## config.mk

```make
export PLATFORM = sky130hd
export DESIGN_NAME = odometer_scan_display
export DESIGN_NICKNAME = d
export VERILOG_FILES = /design/src/rtl/odometer_scan_display.sv
export SDC_FILE = /design/constraint.sdc
export NUM_CORES = 1
export LEC_CHECK = 0
export ABC_AREA = 1
export BUFFER_PORTS_ARGS = -buffer_cell sky130_fd_sc_hd__buf_2
export CAP_MARGIN = 20
export CELL_PAD_IN_SITES_DETAIL_PLACEMENT = 0
export CELL_PAD_IN_SITES_GLOBAL_PLACEMENT = 2
export CORE_AREA = 2 2 136 191
export DETAILED_ROUTE_END_ITERATION = 6
export DIE_AREA = 0 0 138 193
export PLACE_DENSITY = 0.94
export SETUP_SLACK_MARGIN = 0.1
export SKIP_CTS_REPAIR_TIMING = 1
export SYNTH_ARGS = -nofsm -noshare
export SYNTH_HDL_FRONTEND = slang
export SYNTH_SLANG_ARGS = --single-unit
```

## constraint.sdc

```tcl
create_clock -name clk -period 5.8 [get_ports clk]
set_input_delay 0.87 -clock clk [delete_from_list [all_inputs] [get_ports clk]]
set_output_delay 0.87 -clock clk [all_outputs]
set_load 0.1 [all_outputs]
```

## src/rtl/odometer_scan_display.sv

```systemverilog
// odometer_scan_display
//   Converts a binary mileage count to BCD with a sequential double-dabble
//   engine. It then time-multiplexes DIGITS seven-segment digits onto one
//   shared segment bus, with a one-hot digit enable for each digit.
//
// Optional build macro:
//   ODO_LZ_BLANK_EN - when defined, leading zero digits are blanked.
//                     Digit 0 is never blanked.
//
// Ports:
//   clk       in   system clock
//   rst_n     in   asynchronous active-low reset
//   power_now in   1 = display lit, 0 = display dark (counters keep running)
//   value     in   binary mileage [BIN_W-1:0]
//   seg_out   out  segments {a,b,c,d,e,f,g,dp}, active high (dp always 0)
//   digit_en  out  one-hot digit enable; bit 0 = least significant digit
//   busy      out  conversion in progress
//   overflow  out  displayed value saturated to all 9s
//
// state   | meaning
// --------+--------------------------------------------------------------
// S_IDLE  | waiting for a new value, or for a pending re-conversion
// S_SHIFT | BIN_W double-dabble iterations, one per clock
// S_LATCH | copy the BCD result (or all 9s) to the display register

module odometer_scan_display #(
  parameter int BIN_W    = 27,
  parameter int DIGITS   = 8,
  parameter int SCAN_DIV = 100000
) (
  input  logic              clk,
  input  logic              rst_n,
  input  logic              power_now,
  input  logic [BIN_W-1:0]  value,
  output logic [7:0]        seg_out,
  output logic [DIGITS-1:0] digit_en,
  output logic              busy,
  output logic              overflow
);

  localparam int BCD_W = 4 * DIGITS;
  localparam int CNT_W = $clog2(BIN_W + 1);
  localparam int DIV_W = $clog2(SCAN_DIV);
  localparam int IDX_W = (DIGITS > 1) ? $clog2(DIGITS) : 1;

  function automatic logic [63:0] max_display(input int n);
    logic [63:0] p;
    p = 64'd1;
    for (int k = 0; k < n; k++) p = p * 64'd10;
    return p - 64'd1;
  endfunction

  localparam logic [63:0] MAX_VAL = max_display(DIGITS);

  // Add 3 to every nibble >= 5 before the shift.
  function automatic logic [BCD_W-1:0] dd_adjust(input logic [BCD_W-1:0] b);
    logic [BCD_W-1:0] r;
    r = b;
    for (int k = 0; k < DIGITS; k++)
      if (b[4*k +: 4] >= 4'd5) r[4*k +: 4] = b[4*k +: 4] + 4'd3;
    return r;
  endfunction

  function automatic logic [7:0] seg7(input logic [3:0] d);
    logic [7:0] s;
    case (d)
      4'd0:    s = 8'hFC;
      4'd1:    s = 8'h60;
      4'd2:    s = 8'hDA;
      4'd3:    s = 8'hF2;
      4'd4:    s = 8'h66;
      4'd5:    s = 8'hB6;
      4'd6:    s = 8'hBE;
      4'd7:    s = 8'hE0;
      4'd8:    s = 8'hFE;
      4'd9:    s = 8'hF6;
      default: s = 8'h00;
    endcase
    return s;
  endfunction

  typedef enum logic [1:0] {S_IDLE, S_SHIFT, S_LATCH} state_t;

  state_t             r_state, w_state_nxt;
  logic               w_capture, w_latch;
  logic [BIN_W-1:0]   r_cap, r_last, r_shift;
  logic               r_pending;
  logic [BCD_W-1:0]   r_bcd, r_disp;
  logic [CNT_W-1:0]   r_cnt;
  logic               r_ovf, r_busy;
  logic               w_too_big;
  logic [DIV_W-1:0]   r_div;
  logic [IDX_W-1:0]   r_idx;
  logic [3:0]         w_digit;
  logic               w_blank;
  logic [7:0]         r_seg;
  logic [DIGITS-1:0]  r_en;

  always_ff @(posedge clk or negedge rst_n) begin
    if (!rst_n) r_state <= S_IDLE;
    else        r_state <= w_state_nxt;
  end

  always_comb begin
    w_state_nxt = r_state;
    w_capture   = 1'b0;
    w_latch     = 1'b0;
    case (r_state)
      S_IDLE: begin
        if ((value != r_last) || r_pending) begin
          w_capture   = 1'b1;
          w_state_nxt = S_SHIFT;
        end
      end
      S_SHIFT: begin
        if (r_cnt == '0) w_state_nxt = S_LATCH;
      end
      S_LATCH: begin
        w_latch     = 1'b1;
        w_state_nxt = S_IDLE;
      end
      default: w_state_nxt = S_IDLE;
    endcase
  end

  assign w_too_big = (64'(r_cap) > MAX_VAL);

  always_ff @(posedge clk or negedge rst_n) begin
    if (!rst_n) begin
      r_cap     <= '0;
      r_last    <= '0;
      r_shift   <= '0;
      r_pending <= 1'b0;
      r_bcd     <= '0;
      r_cnt     <= '0;
      r_disp    <= '0;
      r_ovf     <= 1'b0;
      r_busy    <= 1'b0;
    end else begin
      if (w_capture) begin
        r_cap     <= value;
        r_shift   <= value;
        r_bcd     <= '0;
        r_cnt     <= CNT_W'(BIN_W - 1);
        r_pending <= 1'b0;
        r_busy    <= 1'b1;
      end else if ((r_state != S_IDLE) && (value != r_cap)) begin
        // Finish the running conversion untouched; redo it afterwards.
        r_pending <= 1'b1;
      end

      if (r_state == S_SHIFT) begin
        // The truncating cast drops the top bit of the adjusted BCD
        // vector. That bit only matters for values that saturate anyway.
        r_bcd   <= BCD_W'({dd_adjust(r_bcd), r_shift[BIN_W-1]});
        r_shift <= r_shift << 1;
        r_cnt   <= r_cnt - CNT_W'(1);
      end

      if (w_latch) begin
        r_last <= r_cap;
        r_busy <= 1'b0;
        if (w_too_big) begin
          r_disp <= {DIGITS{4'h9}};
          r_ovf  <= 1'b1;
        end else begin
          r_disp <= r_bcd;
          r_ovf  <= 1'b0;
        end
      end
    end
  end

  always_ff @(posedge clk or negedge rst_n) begin
    if (!rst_n) begin
      r_div <= '0;
      r_idx <= '0;
    end else if (r_div == DIV_W'(SCAN_DIV - 1)) begin
      r_div <= '0;
      r_idx <= (r_idx == IDX_W'(DIGITS - 1)) ? '0 : r_idx + IDX_W'(1);
    end else begin
      r_div <= r_div + DIV_W'(1);
    end
  end

  always_comb begin
    w_digit = 4'd0;
    for (int i = 0; i < DIGITS; i++)
      if (r_idx == IDX_W'(i)) w_digit = r_disp[4*i +: 4];
  end

`ifdef ODO_LZ_BLANK_EN
  // A digit is blanked when it and every higher digit are zero.
  logic [DIGITS-1:0] w_lead_zero;
  always_comb begin
    w_lead_zero = '0;
    w_lead_zero[DIGITS-1] = (r_disp[BCD_W-1 -: 4] == 4'd0);
    for (int i = DIGITS - 2; i >= 0; i--)
      w_lead_zero[i] = w_lead_zero[i+1] && (r_disp[4*i +: 4] == 4'd0);
  end

  always_comb begin
    w_blank = 1'b0;
    for (int i = 1; i < DIGITS; i++)
      if (r_idx == IDX_W'(i)) w_blank = w_lead_zero[i];
  end
`else
  assign w_blank = 1'b0;
`endif

  always_ff @(posedge clk or negedge rst_n) begin
    if (!rst_n) begin
      r_seg <= '0;
      r_en  <= '0;
    end else if (!power_now) begin
      r_seg <= '0;
      r_en  <= '0;
    end else begin
      r_en  <= DIGITS'(1) << r_idx;
      r_seg <= w_blank ? 8'h00 : seg7(w_digit);
    end
  end

  assign seg_out  = r_seg;
  assign digit_en = r_en;
  assign busy     = r_busy;
  assign overflow = r_ovf;

endmodule

```

==> flow_summary.yaml <==
run_status:
  outcome: "finished, final reports clean"
final_layout:
  nFillCells: 2620
  area_growth_pct: 10.86
  fin_nets: 1314
  drive_above_1_share: 0.1050
  diodes: 0
  stdcell_count: 1586
timing:
  period_minus_slack_ps: 3173
  timing.setup.tns_ps: 0
  worstMarginPinSlew_ps: 1012
  clock_skew_ps: 14.17
  setup_violations: 0
  finalMaxSlewViolations: 0
  hold_viol_final: 0
  fmax_ghz: 0.3152
  finalCritPeriodShare: 0.5470
  max_slew_margin: 0.3246
  timing.final.ws_setup_ps: 2627
  rsz0062_at_grt: "no"
clocking:
  numCtsBuffers: 17
  cts_buffer_depth: 2
  path_clk_slew_ps: 70
  ctsHtreeMaxLevel: 4
  cts_sinks: 190
  clk_root_buffer_cell: "clkbuf_16"
  clk_latency_ps: 440
  cts_tree: "done"
logic_synthesis:
  synth-xor-area-share: 0.02496
  ys_ff_latch: 190
  synth_area_leaders: "dfrtp_1 48%, nand2_1 12%, inv_1 6.3%"
  syn_area_per_cell_um2: 8.033
  synth_compound_area_frac: 0.1289
  synth_area_um2: 9824
  synthesis.nets: 1283
  yosys.area_share.adder: 0.03821
  yosysTopAreaCell: "dfrtp_1"
  ys_types: 39
  synth_top_flop_cell: "dfrtp_1"
  yosysSeqAreaShare: 0.4840
  netlist.area_leader.share: 0.4840
  synth_edf_count: 0
  syn-instance-count: 1223
  yosys.area_share.simple: 0.2396
  synth_mux_area_frac: 0
  ys_warn_count: 0
  synth_top_family_by_area: "simple AND/OR/NAND/NOR gates"
  async_flop_share: 1.000
setup_path:
  worstPathRequired_ps: 6140
  critPathArrivalTime_ps: 3510
  endpoint_kind: "register"
  critPathMaxFanout: 61
  worstSetupStartpointType: "input pin"
  critPathKind: "input pin to register"
placement:
  dpl_worst_slack_ps: 2210
  port_buffers: 46
  gp_routability_congestion: 0.9628
  dp_cells: 1554
  hpwl_um: 17710
floorplan:
  ios: 48
  die-height_um: 193
  start_util: 0.3924
  rows: 69
  core_area_um2: 25040
  die_w_um: 138
  dieArea_um2: 26630
power:
  power.share.sequential: 0.472
  p_leak_nw: 5.523
  ir_drop_mv: 0.2330
  power.internal_w: 0.002170
  clkPwrFrac: 0.369
  switchingPower_w: 0.0009562
  combPwrFrac: 0.159
  power_density_nw_per_um2: 287.0
  p_sw_frac: 0.3059
detailed_routing:
  drt_iter0_markers: 627
  routedWlPerCell_um: 15.74
  drtPass1Iterations: 5
  num_vias: 8021
  antenna_left: 0
  routed_wirelength_um: 24960
  drc: 0
  vias_per_cell: 5.057
global_routing:
  overflow: 0
  grt_max_degree: 87
  grt_pass1_vias: 8234
  antenna_found_initial: 0
  grt_pass1_wl_um: 42230
  grt_usage: 0.1966
flow_run:
  maxCapViolations: 0
min_path:
  worstHoldPathType: "input pin to async pin"
-- Yosys cell counts, drive strengths merged, types with 5 or more instances --
master and number:
nand2 312, inv 167, clkbuf 23, xor2 20, a21oi 42, o22ai 12
o21ai 146, nand4 14, ha 30, buf 16, dfrtp 190, nor4 8
nor2 80, o2111ai 5, nand3 116, xnor2 8, nor3 15, or2 5
-- power groups by stage --
stage	Clock, W	Sequential, W	Combinational, W
floorplan	0	0.00150	0.000354
global placement	0	0.00150	0.000485
CTS	0.00119	0.00148	0.000504
global route	0.00124	0.00149	0.000587
detailed placement	0	0.00150	0.000497
finish	0.00115	0.00148	0.000496
-- kinds of logic (layout without fill, tap and decap cells) --
logic type	Yosys count	in the layout
flops	190	190
buf+inv	207	251
xor+xnor	28	28
other cells	1	1
compound gates	216	216
simple gates	551	551
fa+ha+maj	30	30
-- per-layer routing --
metal | GRT usage | up-vias | part of all wire
met2 | 0.3490 | 165 | 0.50
li1 | - | 4009 | -
met4 | 0.08673 | 0 | 0.037
met3 | 0.02840 | 40 | 0.029
met1 | 0.2393 | 3807 | 0.43
met5 | 0 | - | 0
-- critical path, stage by stage --
cell and delay [ps]:
buf_2 130, xnor2_1 470, nand4_1 160, nor2_1 230, nand2_4 230, nand2_4 560, nand2_4 510, o21ai_0 310
-- layout make-up --
cell class                      instances  area [um^2]  area share
Sequential cell                       190         4755      0.4365
Inverter                              168        630.6     0.05790
Clock inverter                         13        121.4     0.01114
Multi-Input combinational cell        826         4257      0.3908
Tap cell                              319        399.1     0.03665
Clock buffer                           19        452.9     0.04159
Timing Repair Buffer                   51        276.5     0.02539
-- placed cells by master, fill, tap and decap left out, types with 20 or more instances in the layout --
cell / n
o21ai_0: 115
o21ai_2: 30
buf_2: 45
dfrtp_1: 190
nor2_1: 75
nand2_1: 306
nand3_1: 115
inv_1: 164
a21oi_1: 41
ha_1: 30
xor2_1: 20
-- state kept, by name, indices dropped and copies added, names as in the netlist, 2 cells and up --
signal,cells
r_disp,32
seg_out,7
r_div,17
r_shift,27
digit_en,8
r_cnt,5
r_bcd,32
r_state,2
r_idx,3
r_cap,27
r_last,27
-- per-stage QoR --
step | cell area (um^2) | power [W] | utilization | hold WS (ps)
2_1_floorplan | 9824 | 0.001850 | - | 441.9
3_3_place_gp | 10320 | 0.001985 | 0.4121 | 457.4
3_5_place_dp | 10320 | 0.001998 | 0.4121 | 463.4
4_1_cts | 10890 | 0.003168 | 0.4350 | 432.2
5_1_grt | 10890 | 0.003312 | 0.4350 | 437.3
6_report | 10890 | 0.003126 | 0.4350 | 383.1
-- final timing paths --
kind / end / slack, ps / cells after the start / start
setup / recovery: r_bcd[19] / 2630 / 8 / value[24]
hold / removal: r_disp[24] / 380 / 1 / rst_n
setup reg to reg: r_bcd[19] / 2810 / 7 / r_last[24]
hold reg to reg: r_disp[30] / 490 / 2 / r_disp[30]
max in group asynchronous: r_disp[17] / 4090 / 2 / rst_n
min in group clk: r_disp[30] / 490 / 2 / r_disp[30]
Note: power is estimated with default switching activity, not from simulation.
